### config.mk
export PLATFORM = sky130hd
export DESIGN_NAME = crossbar_arbiter
export DESIGN_NICKNAME = d
export VERILOG_FILES = /design/src/rtl/crossbar_arbiter_pkg.sv /design/src/rtl/crossbar_arbiter_rr_master_arb.sv /design/src/rtl/crossbar_arbiter.sv
export SDC_FILE = /design/constraint.sdc
export NUM_CORES = 1
export LEC_CHECK = 0
export ABC_CLOCK_PERIOD_IN_PS = 6950
export CAP_MARGIN = 40
export CORE_ASPECT_RATIO = 1.25
export CORE_UTILIZATION = 40
export CTS_CLUSTER_DIAMETER = 120
export DETAILED_ROUTE_END_ITERATION = 10
export PLACE_DENSITY = 0.62
export RECOVER_POWER = 50
export SLEW_MARGIN = 5
export SYNTH_ARGS = -nofsm -noshare
export SYNTH_HDL_FRONTEND = slang
export SYNTH_SLANG_ARGS = --single-unit
### constraint.sdc
create_clock -name clk -period 6.95 [get_ports clk]
set_input_delay 1.39 -clock clk [delete_from_list [all_inputs] [get_ports clk]]
set_output_delay 1.39 -clock clk [all_outputs]
set_load 0.02 [all_outputs]
### src/rtl/crossbar_arbiter_pkg.sv
// Shared types and helpers for the stream crossbar arbiter.
// Holds the per-master FSM state encoding and the round-robin pick function.
package crossbar_arbiter_pkg;

    localparam int unsigned RR_MAX   = 32;
    localparam int unsigned RR_IDX_W = 5;

    typedef enum logic {
        ARB_IDLE   = 1'b0,
        ARB_LOCKED = 1'b1
    } arb_state_e;

    typedef struct packed {
        logic                found;
        logic [RR_IDX_W-1:0] idx;
    } rr_pick_t;

    // First set bit of req[n-1:0], scanning ptr+1, ptr+2, ... modulo n.
    function automatic rr_pick_t rr_pick(input logic [RR_MAX-1:0] req,
                                         input int unsigned       n,
                                         input int unsigned       ptr);
        rr_pick_t    res;
        int unsigned cand;
        res = '0;
        for (int unsigned k = 1; k <= RR_MAX; k++) begin
            cand = (ptr + k) % n;
            if (!res.found && (k <= n) && req[cand[RR_IDX_W-1:0]]) begin
                res.found = 1'b1;
                res.idx   = RR_IDX_W'(cand);
            end
        end
        return res;
    endfunction

endpackage

### src/rtl/crossbar_arbiter_rr_master_arb.sv
// One master port's packet arbiter: round-robin pick in IDLE, hold the
// winning slave through its last beat in LOCKED, then release for one bubble.
module rr_master_arb
    import crossbar_arbiter_pkg::*;
#(
    parameter int unsigned S_CNT = 5,
    parameter int unsigned ID_W  = 3
) (
    input  logic             clk,
    input  logic             rst_n,
    input  logic [S_CNT-1:0] req_i,
    input  logic [S_CNT-1:0] s_valid_i,
    input  logic [S_CNT-1:0] s_last_i,
    input  logic             m_ready_i,
    output logic [S_CNT-1:0] grant_c,
    output logic [S_CNT-1:0] ready_c,
    output logic             valid_c,
    output logic             last_c,
    output logic [ID_W-1:0]  owner_o
);

    arb_state_e      state_q, state_d;
    logic [ID_W-1:0] owner_q, owner_d;
    logic [ID_W-1:0] ptr_q, ptr_d;
    rr_pick_t        pick;
    logic            own_valid;
    logic            own_last;

    always_comb begin
        state_d   = state_q;
        owner_d   = owner_q;
        ptr_d     = ptr_q;
        grant_c   = '0;
        ready_c   = '0;
        valid_c   = 1'b0;
        last_c    = 1'b0;
        own_valid = 1'b0;
        own_last  = 1'b0;
        pick      = rr_pick(RR_MAX'(req_i), S_CNT, 32'(ptr_q));

        for (int unsigned i = 0; i < S_CNT; i++) begin
            if (owner_q == ID_W'(i)) begin
                own_valid = s_valid_i[i];
                own_last  = s_last_i[i];
            end
        end

        case (state_q)
            ARB_IDLE: begin
                if (pick.found) begin
                    owner_d = ID_W'(pick.idx);
                    state_d = ARB_LOCKED;
                end
            end
            ARB_LOCKED: begin
                // Steering depends only on registered ownership, never on the pick.
                for (int unsigned i = 0; i < S_CNT; i++) begin
                    if (owner_q == ID_W'(i)) begin
                        grant_c[i] = 1'b1;
                        ready_c[i] = m_ready_i;
                    end
                end
                valid_c = own_valid;
                last_c  = own_last;
                if (own_valid && own_last && m_ready_i) begin
                    ptr_d   = owner_q;
                    state_d = ARB_IDLE;
                end
            end
        endcase
    end

    always_ff @(posedge clk or negedge rst_n) begin
        if (!rst_n) begin
            state_q <= ARB_IDLE;
            owner_q <= '0;
            ptr_q   <= ID_W'(S_CNT - 1);
        end else begin
            state_q <= state_d;
            owner_q <= owner_d;
            ptr_q   <= ptr_d;
        end
    end

    assign owner_o = owner_q;

endmodule

### src/rtl/crossbar_arbiter.sv
// S x M stream switch control: decodes slave destinations into per-master
// requests, runs one packet arbiter per master and merges ready back to slaves.
module crossbar_arbiter
    import crossbar_arbiter_pkg::*;
#(
    parameter int unsigned S_DATA_COUNT = 5,
    parameter int unsigned M_DATA_COUNT = 3,
    parameter int unsigned T_ID___WIDTH = $clog2(S_DATA_COUNT),
    parameter int unsigned T_DEST_WIDTH = $clog2(M_DATA_COUNT)
) (
    input  logic                                 clk,
    input  logic                                 rst_n,
    input  logic [S_DATA_COUNT-1:0]              s_valid_i,
    input  logic [S_DATA_COUNT-1:0]              s_last_i,
    input  logic [S_DATA_COUNT*T_DEST_WIDTH-1:0] s_dest_i,
    output logic [S_DATA_COUNT-1:0]              s_ready_o,
    input  logic [M_DATA_COUNT-1:0]              m_ready_i,
    output logic [M_DATA_COUNT-1:0]              m_valid_o,
    output logic [M_DATA_COUNT-1:0]              m_last_o,
    output logic [M_DATA_COUNT*T_ID___WIDTH-1:0] m_id_o,
    output logic [S_DATA_COUNT*M_DATA_COUNT-1:0] grant_o
);

    localparam int unsigned S = S_DATA_COUNT;
    localparam int unsigned M = M_DATA_COUNT;

    logic [M*S-1:0] req_flat;
    logic [M*S-1:0] ready_flat;

    for (genvar j = 0; j < M; j++) begin : g_master
        // Out-of-range destinations never match, so such slaves are never served.
        for (genvar i = 0; i < S; i++) begin : g_req
            assign req_flat[j*S + i] = s_valid_i[i] &&
                (s_dest_i[i*T_DEST_WIDTH +: T_DEST_WIDTH] == T_DEST_WIDTH'(j));
        end

        rr_master_arb #(
            .S_CNT (S),
            .ID_W  (T_ID___WIDTH)
        ) u_arb (
            .clk       (clk),
            .rst_n     (rst_n),
            .req_i     (req_flat[j*S +: S]),
            .s_valid_i (s_valid_i),
            .s_last_i  (s_last_i),
            .m_ready_i (m_ready_i[j]),
            .grant_c   (grant_o[j*S +: S]),
            .ready_c   (ready_flat[j*S +: S]),
            .valid_c   (m_valid_o[j]),
            .last_c    (m_last_o[j]),
            .owner_o   (m_id_o[j*T_ID___WIDTH +: T_ID___WIDTH])
        );
    end

    always_comb begin
        s_ready_o = '0;
        for (int unsigned j = 0; j < M; j++) begin
            s_ready_o = s_ready_o | ready_flat[j*S +: S];
        end
    end

endmodule

==> reports/qor.csv <==
stage,metric,value,unit
global_routing,global-route wire length before repair,38.0,mm
timing,Final period util,78.2,%
placement,placed inst area,8410,sq um
synthesis,mapped cell area,7740,sq um
synthesis,"FF+latch count, synth",21,
floorplanning,die footprint,19900,sq um
timing,Max Clk Rate,0.184,GHz
worst_setup_path,Crit Path Class,register to register,
timing,final slew viol count,0,
synthesis,Post-synth EDFFs,0,
finish,Final Instance Area,8480,sq um
worst_setup_path,Crit path largest cell delay,0.54,ns
synthesis,syn nets,1159,
clocking,setup bufs post-CTS,0,
timing,Max-slew headroom,33.8,%
global_routing,largest net degree at the start of global routing,35,
routing,drt pass-1 iters,5,
clocking,Skew-Pair Late Insertion Delay,0.25,ns
clocking,H-tree Lvls,1,
clocking,cts hold-fix bufs,0,
timing,setup_tns,0,ns
clocking,Clock Path Buffers,2,
finish,register area,529,sq um
clocking,CTS buffer count,3,
synthesis,Commonest cells post-synth,"nand2_1, nor2_1, a21oi_1",
global_routing,"Remaining Overflow, GRT",0,
worst_setup_path,WP data required,7.08,ns
routing,DR iter-0 viols,635,
clocking,post-CTS resize count,0,
synthesis,Post-synth ARST share,100,%
worst_setup_path,CP Capture Type,register,
timing,Final setup viols,0,
global_routing,Total Routing Usage GR,23.0,%
timing,Worst Skew,0.00288,ns
floorplanning,Die Ht,157,um
placement,dpl ws,1.63,ns
synthesis,Synth cell types,94,
floorplanning,core area,18800,sq um
placement,routability cong.,0.930,
timing,unrepaired setup endpoints after global routing,no,
timing,final hold violation count,0,
hold_path,worst hold path type,register to register,
finish,Antenna Diode Count,0,
routing,WL/cell,18.0,um
routing,Via density,6.33,
placement,HPWL after DPL,18.5,mm
worst_setup_path,Startpoint Class,register,
worst_setup_path,crit-path max FO,23,
routing,drt drc,0,
timing,fin crit period,5.43,ns
synthesis,Post-Synthesis Cells,1058,
worst_setup_path,Worst path slowest cell,o32ai_1,
worst_setup_path,critical path data arrival time,5.57,ns
clocking,CTS tree,done,
routing,DR vias,8229,
worst_setup_path,r2r setup slk,1.52,ns
placement,I/O Buffers,59,
routing,Detailed Route WL,23.5,mm
synthesis,syn_area_per_cell,7.31,sq um
floorplanning,starting density of the core,41.1,%
outcome,outcome,"finished, final reports clean",
floorplanning,Die Wd,126,um
finish,area grow syn2layout,9.61,%
routing,antenna-violating nets left,0,
synthesis,synthesis warning total,0,
flow_run,Max Cap Violations,0,
synthesis,ys flop type,dfrtp_1,
global_routing,vias in the first global route,7605,
timing,Worst-Margin Slew,0.993,ns
floorplanning,num rows,56,
clocking,clock transition at the registers of the reported paths,0.06,ns
worst_setup_path,most frequent CP cell,a21oi_1,
clocking,CTS Root Cell,clkbuf_16,
synthesis,dominant cell type by area after synthesis,ha_1,
synthesis,most common cell in the netlist,nand2_1,
floorplanning,number of top-level pins,60,
global_routing,antenna violations before repair,0,
finish,nets,1170,
finish,area of the multi-input gates,6700,sq um
finish,fraction of layout cells with a size suffix above 1,7.58,%
finish,Layout fillers,1892,
worst_setup_path,crit path cell chain,clkinv_1 > buf_4 > ha_1 > buf_4 > clkinv_1 > ha_1 > nor2_1 > a21oi_1 > xnor2_1 > ha_1 > nor2b_1 > o31ai_1 > a21oi_1 > or2_1 > o32ai_1 > a21oi_1 > a31oi_1 > mux2i_1 > a21oi_1,
synthesis,top cell type's share of synthesized area,12.0,%
timing,Final WS setup,1.52,ns
synthesis,"top cells by area, synth","ha_1, dfrtp_1, a21oi_1, nand2_1, nor2_1",
synthesis,sequential-to-total area share from yosys stat,6.84,%
clocking,Clock Sinks,21,
## through the flow
stage	hold slack (ns)	instances	utilization, %
finish	0.630	1300	45.0
global route	0.684	1300	45.0
CTS	0.634	1300	45.1
detailed placement	0.617	1296	44.6
global placement	0.617	1292	44.5
floorplan	0.545	1058	-
## flip-flops by register name, summed over array words and instances (netlist names)
| name | count |
|---|---|
| g_master.u_arb.owner_o | 9 |
| g_master.u_arb.ptr_q | 9 |
| g_master.u_arb.state_q | 3 |
## per-layer routing
layer | up-vias | GRT usage [%] | share of wire, %
li1 | 4035 | - | -
met1 | 3910 | 27.8 | 43
met4 | 0 | 6.71 | 2.2
met5 | - | 0 | 0
met2 | 238 | 43.8 | 51
met3 | 46 | 1.09 | 4.0
## area by class of cell
| class | instances | share of cell area (%) |
|---|---|---|
| Inverter | 59 | 2.61 |
| Multi-Input combinational cell | 914 | 78.9 |
| Clock inverter | 1 | 0.0590 |
| Clock buffer | 3 | 0.885 |
| Timing Repair Buffer | 70 | 7.83 |
| Sequential cell | 21 | 6.24 |
| Tap cell | 232 | 3.42 |
## cell usage in the layout, fill, tap and decap left out, types with 7 or more instances in the layout
cell / synthesis / final
nor4_1: 10 / 10
nand2b_1: 22 / 22
clkdlybuf4s50_1: 0 / 45
a32o_1: 7 / 7
a22oi_1: 11 / 11
a211o_1: 8 / 8
nor3b_1: 11 / 11
inv_1: 53 / 53
nor2_1: 84 / 84
o31ai_1: 10 / 10
a21oi_1: 78 / 78
or3_1: 8 / 8
o21ai_0: 47 / 47
nor3_1: 43 / 43
ha_1: 74 / 74
nor2b_1: 17 / 17
mux2_2: 11 / 11
o211ai_1: 9 / 9
a211oi_1: 18 / 18
o22ai_1: 10 / 10
mux4_2: 12 / 12
or3b_2: 7 / 7
and2_1: 13 / 13
a21o_1: 17 / 17
nand3_1: 36 / 36
buf_4: 7 / 8
dlygate4sd3_1: 0 / 14
mux2i_1: 22 / 22
a31oi_1: 16 / 16
nand3b_1: 15 / 15
and3b_1: 10 / 10
dfrtp_1: 18 / 18
xnor2_1: 27 / 27
o21a_1: 7 / 7
and3_1: 18 / 18
nand2_1: 92 / 92
## path summary, 6_finish.rpt
| path | depth (start not counted) | end | startpoint |
|---|---|---|---|
| min in group asynchronous | 1 | g_master[2].u_arb.ptr_q[1] | rst_n |
| max reg2reg | 19 | g_master[2].u_arb.owner_o[2] | g_master[2].u_arb.ptr_q[1] |
| min | 1 | g_master[2].u_arb.state_q | g_master[2].u_arb.state_q |
| max | 19 | g_master[2].u_arb.owner_o[2] | g_master[2].u_arb.ptr_q[1] |
| max in group asynchronous | 2 | g_master[2].u_arb.state_q | rst_n |
| min reg2reg | 1 | g_master[2].u_arb.state_q | g_master[2].u_arb.state_q |
## cells by family (layout without fill, tap and decap cells)
| logic type | count (synthesis) | after routing | synth area share [%] |
|---|---|---|---|
| adder cells (fa/ha/maj) | 76 | 76 | 12.5 |
| XOR/XNOR | 32 | 32 | 4.09 |
| multiplexers | 51 | 51 | 9.98 |
| buffers and inverters | 123 | 133 | 6.63 |
| AND/OR/NAND/NOR | 419 | 419 | 29.0 |
| AO/OA/AOI/OAI | 336 | 336 | 31.0 |
| flip-flops | 21 | 21 | 6.84 |
## worst max-delay path: cells and delay by family, from the launching register on
kind	cells	cell delay (ns)
AOI/OAI and AO/OA	7	2.02
and+or+nand+nor	3	0.54
buffers and inverters	4	0.86
DFF	1	0.46
muxes	1	0.23
adders and majority gates	3	0.87
xor gates and xnor gates	1	0.31
Power is left out: the tool's default activity adds up to more than one toggle a clock period on the data nets, which glitch-free logic cannot reach.
==> edit: new RTL, same settings <==
`RR_MAX`: 32 -> 16.
--- a/src/rtl/crossbar_arbiter_pkg.sv
+++ b/src/rtl/crossbar_arbiter_pkg.sv
@@ -2,7 +2,7 @@
 // Holds the per-master FSM state encoding and the round-robin pick function.
 package crossbar_arbiter_pkg;
 
-    localparam int unsigned RR_MAX   = 32;
+    localparam int unsigned RR_MAX   = 16;
     localparam int unsigned RR_IDX_W = 5;
 
     typedef enum logic {
Function: not settled (the Yosys comparison gave no result); the edit may change what the design does.
==> edit against the unedited design <==
- via count is 6.8% lower
- first-iteration DRC count is 15% lower
- final area is 5.4% lower
- worst setup slack worse by 0.27 ns
- wire length is 3.9% lower
- synthesized area is 6.0% lower
- hold slack better by 0.029 ns
- clock skew is 0.0025 ns higher
- sequential cell count stayed put
- critical path type unchanged
- critical endpoint is now g_master[0].u_arb.owner_o[1]
- largest cell class unchanged
==> edit: results <==
[run_status]
status = finished clean

[drt]
routedWlPerCell_um = 18.11
vias = 7671
drt-initial-drc-count = 537

[layout]
nMultiInputCombCells = 869
buf_share_pct = 8.192
nNonClkInverters = 58
n_all_buffers = 69
nNetsFinal = 1117
layout-drive-gt1-share_pct = 7.738
final-clk-cell-share_pct = 0.9830

[place]
postPlaceCellArea_mm2 = 0.007951
dp_cells = 1241
hpwlAfterDp_um = 17840

[logic_synthesis]
yosys.area_share.xor_xnor_pct = 5.143
seq_area_frac_synth_pct = 7.276
yosys-top-cells-count = nand2_1, nor2_1, ha_1
synth-compound-area-share_pct = 32.25
synth_area_leaders = ha_1, dfrtp_1, nand2_1
muxShareOfSynthArea_pct = 9.426

[timing]
worst_slack_ns = 1.242
skew_ns = 0.005349
tightest_slew_ns = 0.9001

[die]
core_area_mm2 = 0.01763

[global_route]
grt_max_degree = 44
grt_pass1_wl_um = 37410

[pwr]
total_power_mw = 4.401

[setup_path]
crit_path_top_delay_cell = ha_1
## edit: cell types whose count changed after synthesis, sizes merged, moves of 8 or more
cell	before	now
nor3	44	12
a21oi	80	63
o21ai	48	66
o211ai	9	21
mux4	18	10
## edit: layer usage
metal  GRT usage [%]  part of all wire [%]
met5               0                     0
met4           7.259                   2.9
met3          0.7859                   4.0
met2           44.03                    50
met1           30.32                    43
## edit: worst min path at each step
stage | from | to | slack, ns | depth (start not counted)
after CTS | g_master[1].u_arb.state_q | g_master[1].u_arb.owner_o[0] | 0.66 | 3
after floorplan | g_master[0].u_arb.state_q | g_master[0].u_arb.state_q | 0.56 | 1
after detailed placement | g_master[1].u_arb.state_q | g_master[1].u_arb.owner_o[0] | 0.65 | 3
after global placement | g_master[1].u_arb.state_q | g_master[1].u_arb.owner_o[0] | 0.66 | 3
final | g_master[1].u_arb.state_q | g_master[1].u_arb.owner_o[0] | 0.66 | 3
after global routing | g_master[1].u_arb.state_q | g_master[1].u_arb.owner_o[0] | 0.71 | 3
